===== src/rtl/spi2dac_pkg.sv =====
// spi2dac_pkg: FSM states and MCP4911 write-frame layout shared by the SPI transmitter
package spi2dac_pkg;
    typedef enum logic [2:0] {IDLE, SETUP, SHIFT, HOLD, LDAC} state_t;
    localparam int FRAME_BITS = 16;
    localparam int BUF_BIT = 14;
    localparam int GA_BIT = 13;
    localparam int SHDN_BIT = 12;
    localparam int DATA_LSB = 2;
    localparam int DATA_BITS = 10;

    function automatic logic [FRAME_BITS-1:0] make_frame(
        input logic buf_en,
        input logic ga_n,
        input logic shdn_n,
        input logic [DATA_BITS-1:0] data
    );
        logic [FRAME_BITS-1:0] f;
        f = '0;
        f[BUF_BIT] = buf_en;
        f[GA_BIT] = ga_n;
        f[SHDN_BIT] = shdn_n;
        f[DATA_LSB +: DATA_BITS] = data;
        return f;
    endfunction
endpackage


===== src/rtl/spi_tick_gen.sv =====
// spi_tick_gen: SCK half-period divider, counter held at zero while disabled
module spi_tick_gen #(
    parameter int CLK_DIV = 25
) (
    input  logic sysclk,
    input  logic reset,
    input  logic enable,
    output logic tick
);
    localparam int CW = $clog2(CLK_DIV);
    logic [CW-1:0] cnt;
    assign tick = enable && (cnt == CW'(CLK_DIV - 1));
    always_ff @(posedge sysclk) begin
        if (reset || !enable || tick) cnt <= '0;
        else cnt <= cnt + 1'b1;
    end
endmodule


===== src/rtl/spi2dac_tx.sv =====
// spi2dac_tx: serialises 10-bit samples into MCP4911 SPI frames with a 1-deep pending buffer
module spi2dac_tx
    import spi2dac_pkg::*;
#(
    parameter int CLK_DIV     = 25,
    parameter bit BUF         = 1'b1,
    parameter bit GA_N        = 1'b1,
    parameter bit SHDN_N      = 1'b1,
    parameter int LDAC_CYCLES = 2
) (
    input  logic                 sysclk,
    input  logic                 reset,
    input  logic [DATA_BITS-1:0] data_in,
    input  logic                 load,
    output logic                 busy,
    output logic                 overrun,
    output logic                 dac_cs_n,
    output logic                 dac_sck,
    output logic                 dac_sdi,
    output logic                 dac_ld_n
);
    localparam int BW = $clog2(FRAME_BITS);
    localparam int LW = $clog2(LDAC_CYCLES + 1);
    state_t state_q, state_d;
    logic [FRAME_BITS-1:0] sreg_q, sreg_d;
    logic [BW-1:0] bit_q, bit_d;
    logic [LW-1:0] lc_q, lc_d;
    logic [DATA_BITS-1:0] pend_q, pend_d;
    logic pend_v_q, pend_v_d, sck_d, ovr_d, tick, frame_d;

    spi_tick_gen #(.CLK_DIV(CLK_DIV)) u_tick (
        .sysclk(sysclk),
        .reset (reset),
        .enable(state_q inside {SETUP, SHIFT, HOLD}),
        .tick  (tick)
    );

    always_comb begin
        state_d = state_q;
        sreg_d = sreg_q;
        bit_d = bit_q;
        lc_d = lc_q;
        sck_d = dac_sck;
        pend_d = pend_q;
        pend_v_d = pend_v_q;
        ovr_d = 1'b0;
        case (state_q)
            IDLE: if (load || pend_v_q) begin
                sreg_d = make_frame(BUF, GA_N, SHDN_N, load ? data_in : pend_q);
                bit_d = '0;
                sck_d = 1'b0;
                pend_v_d = 1'b0;
                ovr_d = load && pend_v_q;
                state_d = SETUP;
            end
            SETUP: if (tick) state_d = SHIFT;
            SHIFT: if (tick) begin
                sck_d = !dac_sck;
                if (dac_sck) begin
                    sreg_d = sreg_q << 1;
                    bit_d = bit_q + 1'b1;
                    if (bit_q == BW'(FRAME_BITS - 1)) state_d = HOLD;
                end
            end
            HOLD: if (tick) begin
                lc_d = '0;
                state_d = LDAC;
            end
            LDAC: if (lc_q == LW'(LDAC_CYCLES)) state_d = IDLE;
                  else lc_d = lc_q + 1'b1;
            default: state_d = IDLE;
        endcase
        if (load && state_q != IDLE) begin
            pend_d = data_in;
            pend_v_d = 1'b1;
            ovr_d = pend_v_q;
        end
        frame_d = state_d inside {SETUP, SHIFT, HOLD};
    end

    always_ff @(posedge sysclk) begin
        if (reset) begin
            state_q <= IDLE;
            sreg_q <= '0;
            bit_q <= '0;
            lc_q <= '0;
            pend_q <= '0;
            pend_v_q <= 1'b0;
            dac_cs_n <= 1'b1;
            dac_sck <= 1'b0;
            dac_sdi <= 1'b0;
            dac_ld_n <= 1'b1;
            busy <= 1'b0;
            overrun <= 1'b0;
        end else begin
            state_q <= state_d;
            sreg_q <= sreg_d;
            bit_q <= bit_d;
            lc_q <= lc_d;
            pend_q <= pend_d;
            pend_v_q <= pend_v_d;
            dac_cs_n <= !frame_d;
            dac_sck <= sck_d;
            dac_sdi <= frame_d && sreg_d[FRAME_BITS-1];
            dac_ld_n <= !(state_d == LDAC && lc_d != '0);
            busy <= state_d != IDLE;
            overrun <= ovr_d;
        end
    end
endmodule


===== config.mk =====
export PLATFORM = sky130hd
export DESIGN_NAME = spi2dac_tx
export DESIGN_NICKNAME = d
export VERILOG_FILES = /design/src/rtl/spi2dac_pkg.sv /design/src/rtl/spi_tick_gen.sv /design/src/rtl/spi2dac_tx.sv
export SDC_FILE = /design/constraint.sdc
export NUM_CORES = 1
export LEC_CHECK = 0
export CORE_UTILIZATION = 60
export DETAILED_ROUTE_END_ITERATION = 10
export GPL_TIMING_DRIVEN = 0
export PLACE_DENSITY = 0.82
export SYNTH_ARGS = -nofsm -noshare
export SYNTH_HDL_FRONTEND = slang
export SYNTH_SLANG_ARGS = --single-unit

===== constraint.sdc =====
create_clock -name sysclk -period 3.45 [get_ports sysclk]
set_clock_uncertainty 0.15 [all_clocks]
set_input_delay 0.69 -clock sysclk [delete_from_list [all_inputs] [get_ports sysclk]]
set_output_delay 0.69 -clock sysclk [all_outputs]
set_load 0.01 [all_outputs]

==> results of run 1 <==
## sequential cells by signal, summed over array words and instances, names as in the netlist
signal      cells
sreg_q         15
bit_q           4
u_tick.cnt      5
dac_sck         1
lc_q            2
dac_ld_n        1
busy            1
overrun         1
dac_cs_n        1
pend_v_q        1
state_q         3
pend_q         10
dac_sdi         1
## power breakdown
part	switching, µW	leakage, µW	total, µW	internal (µW)
Combinational	51.7	0.000518	101	49.1
Sequential	9.72	0.000375	561	551
Clock	167	0.0000353	266	98.9
## worst max path at each step
| stage | start | end |
|---|---|---|
| finish | dac_sck | dac_sck |
| CTS | dac_sck | dac_sck |
| global placement | load | sreg_q[8] |
| detailed placement | load | sreg_q[8] |
| global route | dac_sck | dac_sck |
| floorplan | load | bit_q[0] |
## per-stage QoR
stage,instances,power [µW],instance area (µm²)
floorplan,222,638,2000
global placement,283,671,2230
detailed placement,283,673,2230
CTS,291,941,2290
global route,291,978,2290
finish,291,928,2290
## layer usage
| layer | global-route usage, % | part of all wire (%) | routed length (µm) |
|---|---|---|---|
| met3 | 6.93 | 6.1 | 222 |
| met1 | 33.0 | 53 | 1920 |
| met4 | 9.97 | 1.1 | 42 |
| met2 | 31.6 | 40 | 1470 |
| met5 | 0 | 0 | 0 |
## cell type report
cell class | instances | area [µm²]
Fill cell | 257 | 813
Tap cell | 44 | 55.1
Inverter | 5 | 18.8
Sequential cell | 46 | 921
Timing Repair Buffer | 17 | 170
Clock buffer | 7 | 55.1
Clock inverter | 1 | 5.00
Buffer | 15 | 81.3
Multi-Input combinational cell | 156 | 983
## layout by cell type, fill, tap and decap left out, types with 2 or more instances in the layout
cell and instances:
ha_1 5, buf_2 5, clkdlybuf4s50_1 17, mux2_2 10, mux2i_1 13, and3_1 2, a31oi_1 10, nand3_1 16
xor2_1 4, and3b_1 2, a21oi_1 2, dfxtp_1 46, nor3_1 10, nand2_1 28, nand4_1 2, buf_6 2
inv_1 5, nor2_1 25, nand2b_1 5, clkbuf_1 7, clkbuf_4 5, o21ai_0 2, o21ai_1 2, o21a_1 2
## cell families after synthesis
| group | after synthesis | synth area share [%] |
|---|---|---|
| AND/OR/NAND/NOR | 99 | 23.7 |
| flip-flops | 46 | 45.9 |
| AO/OA/AOI/OAI | 24 | 7.99 |
| multiplexers | 23 | 12.1 |
| buffers and inverters | 20 | 4.99 |
| XOR/XNOR | 5 | 2.18 |
| adder cells (fa/ha/maj) | 5 | 3.12 |
==> summary.txt, run 1 <==
Clock tree
  • Clock sinks: 46
  • H-tree depth: 2
  • Post-CTS setup buffers: 0
  • CTS clock-pin slew for the worst setup and hold paths: 0.13 ns
  • CTS Buf Count: 5
  • Cts hold-fix bufs: 0
  • Longest Clk Path Bufs: 2
  • Worst skew pair latency: about 0.37 ns
  • CTS tree: done
  • CTS root buf: clkbuf_4
  • Resized Gates After CTS: 0

Yosys
  • Mapped Nets: 240
  • Synth Instances: about 220
  • Post-synth top area cell: dfxtp_1
  • Main synth FF type: dfxtp_1
  • Yosys cell types: 40
  • Post-synth top area share: about 46%
  • FF+latch count, synth: 46
  • Syn Area/Cell: around 9 µm²
  • Cell with the most instances after synthesis: dfxtp_1
  • Area contributors post-synth: dfxtp_1 46%, mux2i_1 6.5%, mux2_2 5.6%
  • Yosys warns: 0
  • Sequential share of the synthesized area: 45.9%
  • Top cells by count, synth: 46 x dfxtp_1, 28 x nand2_1, 25 x nor2_1
  • Number of enable flip-flop cells after synthesis: 0
  • Cell Area, Synth: between 2000 and 2500 µm²
  • Share of flip-flops with an asynchronous set or reset: 0%

Placement
  • Detailed-placement wirelength estimate: approximately 2500 µm
  • PortBufs: 17
  • Setup WS pre-CTS: ~0.9 ns
  • Placer congestion estimate: 0.819

Critical path
  • Worst setup SP type: register
  • Crit-path max cell delay: a little under 0.6 ns
  • CP required: between 2 and 3 ns
  • Kind of cell adding the most delay to the critical path: buffers and inverters
  • Worst Path Arrival: about 1.4 ns
  • R2r endpoint: sreg_q[6]
  • CP bufs+invs: 1
  • Critical path fanouts, max: 5
  • CP max-delay cell: clkdlybuf4s50_1
  • Launch point of the worst reg-to-reg path: u_tick.cnt[0]
  • CP Capture Type: output port
  • Crit Path Category: reg2out
  • Worst reg-to-reg path cell count: 8
  • Critical path depth in cells: 1
  • Crit path cell chain: clkdlybuf4s50_1
  • R2r setup slk: around 1.4 ns

Route
  • Vias per cell: approximately 5.4
  • Via count: 1559
  • Post-Route WL: about 3700 µm
  • Iter 0 DRT Violations: 81
  • Post-route ant nets: 0
  • Post-DR wirelength/cell: around 13 µm
  • Drt first pass iters: 5
  • # DRC: 0

Pwr
  • Pwr dens: 405 nW/µm²
  • P_leak: 0.000929 µW
  • Peak supply drop: ~320 µV

Cells and area
  • Layout cells sized above 1: about an eighth
  • Final core area utilization: between 70% and 80%
  • Diodes inserted: 0
  • Synth-to-Final Area Change: 14.2%
  • Net count, final: 264

Job
  • Max Cap Viol: 0

GRT
  • Global-route wire length before repair: 6040 µm
  • Initial antenna violation count: 0
  • Total Routing Usage GR: 23.0%
  • Largest net degree at the start of global routing: 14
  • Vias in the first global route: ~1300
  • GRT overflow: 0

Worst hold path
  • WHS Endpoint: overrun
  • Hold/Removal Path Class: reg2reg
  • Worst Hold Depth: 2
  • Min-delay src: pend_v_q

Timing
  • Setup TNS: 0 ns
  • Final period util: 64.7%
  • Fmax: around 450 MHz
  • RSZ-0062 raised after global routing: false
  • Worst hold slack: a little over 0.3 ns
  • Min cycle time layout: 2.23 ns
  • Final Setup Violations: 0
  • Worst-margin pin slew: approximately 0.53 ns
  • Max Transition Viols Final: 0
  • Final hold violation count: 0
  • Final WS setup: between 1 and 1.5 ns
  • Slew headroom: about two thirds

Floorplanning
  • Initial Utilization: 64.6%
  • Core area: 3100 µm²
  • Number of top-level pins: 19
  • Die width: approximately 60 µm
  • Die ar.: 3580 µm²
  • FP Rows: 20
  • Die Ht: between 50 and 60 µm

Outcome
  • Status: completed
(Power assumes the default switching activity.)
==> run 2: changes to the inputs <==
--- a/config.mk
+++ b/config.mk
@@ -5,10 +5,10 @@
 export SDC_FILE = /design/constraint.sdc
 export NUM_CORES = 1
 export LEC_CHECK = 0
-export CORE_UTILIZATION = 60
+export CORE_UTILIZATION = 50
 export DETAILED_ROUTE_END_ITERATION = 10
 export GPL_TIMING_DRIVEN = 0
-export PLACE_DENSITY = 0.82
+export PLACE_DENSITY = 0.73
 export SYNTH_ARGS = -nofsm -noshare
 export SYNTH_HDL_FRONTEND = slang
 export SYNTH_SLANG_ARGS = --single-unit
==> constraint.sdc (replaced) <==
create_clock -name sysclk -period 1.8 [get_ports sysclk]
set_clock_uncertainty 0.15 [all_clocks]
set_input_delay 0.36 -clock sysclk [delete_from_list [all_inputs] [get_ports sysclk]]
set_output_delay 0.36 -clock sysclk [all_outputs]
set_load 0.01 [all_outputs]
==> summary.txt, run 2 (synthesized netlist as in run 1, its figures left out) <==
Outcome
  • Status: completed

GRT
  • Met2 Use GR: between 30% and 40%
  • Total Routing Usage GR: approximately 20%
  • Largest net degree at the start of global routing: 16
  • GR Util met1: 27.4%
  • Layer with the highest usage: met2
  • M3 GR Usage: under 10%
  • Initial antenna violation count: 0
  • Vias in the first global route: approximately 1500
  • Global-route wire length before repair: 6500 µm
  • GRT overflow: 0

Cells and area
  • Layout cells sized above 1: 19.2%
  • Fill count: approximately 320
  • Most frequent cells in the layout: 42 x dfxtp_1, 28 x nand2_1, 25 x nor2_1
  • Commonest non-fill, non-tap cell in the layout: dfxtp_1
  • Largest register FFs: 15
  • Synth-to-Final Area Change: 22.0%
  • Diodes inserted: 0
  • Net count, final: roughly 270
  • Non-filler cells in the finished layout: ~300
  • Top flop regs: sreg_q x15, pend_q x10, u_tick.cnt x5
  • Largest Register: sreg_q

Critical path
  • Crit Path Category: reg2reg
  • CP Capture Type: register
  • Worst reg-to-reg path cell count: 5
  • CP required: 1.89 ns
  • Critical path fanouts, max: 5
  • R2r setup slk: a little over 0.04 ns
  • CP endpoint: u_tick.cnt[3]
  • Launch point of the worst reg-to-reg path: u_tick.cnt[0]
  • Setup crit start: u_tick.cnt[0]
  • Worst setup SP type: register
  • Worst Path Arrival: ~1.9 ns
  • R2r endpoint: u_tick.cnt[3]

Timing
  • Final Setup Violations: 0
  • Min cycle time layout: 1.76 ns
  • Fmax: 568 MHz
  • Worst-margin pin slew: about 0.53 ns
  • Final WS setup: 0.0404 ns
  • Final period util: between 90% and 100%
  • Slew headroom: between 60% and 70%
  • Final hold violation count: 0
  • Max Transition Viols Final: 0
  • RSZ-0062 raised after global routing: true

Route
  • Post-route ant nets: 0
  • Post-Route WL: approximately 4000 µm
  • Vias per cell: ~5.3
  • Post-DR wirelength/cell: roughly 13 µm
  • Via count: ~1600
  • # DRC: 0
  • Drt first pass iters: 4
  • Iter 0 DRT Violations: 73

Pwr
  • Peak supply drop: 667 µV
  • Pwr dens: 839 nW/µm²
  • P_leak: around 0.001 µW

Floorplanning
  • Core area: between 3000 and 4000 µm²
  • Initial Utilization: a little over half
  • Number of top-level pins: 19
  • FP Rows: 22
  • Die Ht: 65.3 µm
  • Die width: 65.3 µm
  • Die ar.: between 4000 and 5000 µm²

Clock tree
  • CTS clock-pin slew for the worst setup and hold paths: 0.09 ns
  • H-tree depth: 2
  • CTS root buf: clkbuf_8
  • Worst skew pair latency: 0.30 ns
  • Clock sinks: 46
  • CTS tree: done
  • Longest Clk Path Bufs: 2
  • CTS Buf Count: 5

Job
  • Max Cap Viol: 0

Placement
  • Placer congestion estimate: 0.777
  • Placed cells: 287
  • Detailed-placement wirelength estimate: 2630 µm
  • PortBufs: 17
  • Setup WS pre-CTS: -0.419 ns

Worst hold path
  • Hold/Removal Path Class: in2reg
-- run 2: final cells by class --
cell class              count  area [µm²]  share of cell area (%)
plain buffers              13        72.6                    2.97
repair buffers             27         248                    10.1
clock buffers               5        68.8                    2.81
multi-input cells         156        1010                    41.2
well taps                  48        60.1                    2.46
clock inverters             3        45.0                    1.84
inverters                   5        18.8                   0.767
flip-flops and latches     46         926                    37.9
-- run 2: metal layers --
metal  wire, µm  vias up
met2       1780       26
li1           -      827
met5          0        -
met1       2050      741
met3        123        7
met4         53        0
-- run 2: timing repair --
| action | CTS | global route |
|---|---|---|
| setup buffers | 4 | 6 |
| pin swaps | 2 | 4 |
| hold buffers | 0 | 0 |
| setup endpoints to repair | 34 | 31 |
| resized for setup | 6 | 12 |
| gates cloned | 0 | 0 |
-- run 2: per-stage QoR --
| stage | total power [µW] | hold WS, ns | instance area [µm²] | TNS, ns | utilization (%) |
|---|---|---|---|---|---|
| floorplan | 1220 | 0.268 | 2010 | -0.0428 | - |
| global placement | 1290 | 0.281 | 2240 | -6.15 | 59.8 |
| detailed placement | 1290 | 0.286 | 2240 | -6.03 | 59.8 |
| CTS | 2060 | 0.314 | 2370 | 0 | 63.2 |
| global route | 2140 | 0.350 | 2450 | -0.305 | 65.3 |
| finish | 2050 | 0.312 | 2450 | 0 | 65.3 |
-- run 2: worst min-delay path by stage --
stage | slack, ns | cells past startpoint | from | to
floorplan | 0.27 | 1 | u_tick.cnt[0] | u_tick.cnt[0]
global placement | 0.28 | 1 | u_tick.cnt[0] | u_tick.cnt[0]
detailed placement | 0.29 | 1 | u_tick.cnt[0] | u_tick.cnt[0]
CTS | 0.31 | 2 | pend_v_q | overrun
global route | 0.35 | 2 | pend_v_q | overrun
finish | 0.31 | 2 | reset | state_q[2]
-- run 2: critical path, stage by stage (launching register included) --
cell     delay (ns)
dfxtp_2        0.35
inv_2          0.04
ha_4           0.14
and4b_2        0.27
or4_1          0.60
nor2_1         0.15
-- run 2: where the power goes --
group | switching (µW) | internal [µW]
combinational | 103 | 100
sequential | 18.7 | 1060
clock | 361 | 413
total | 483 | 1570
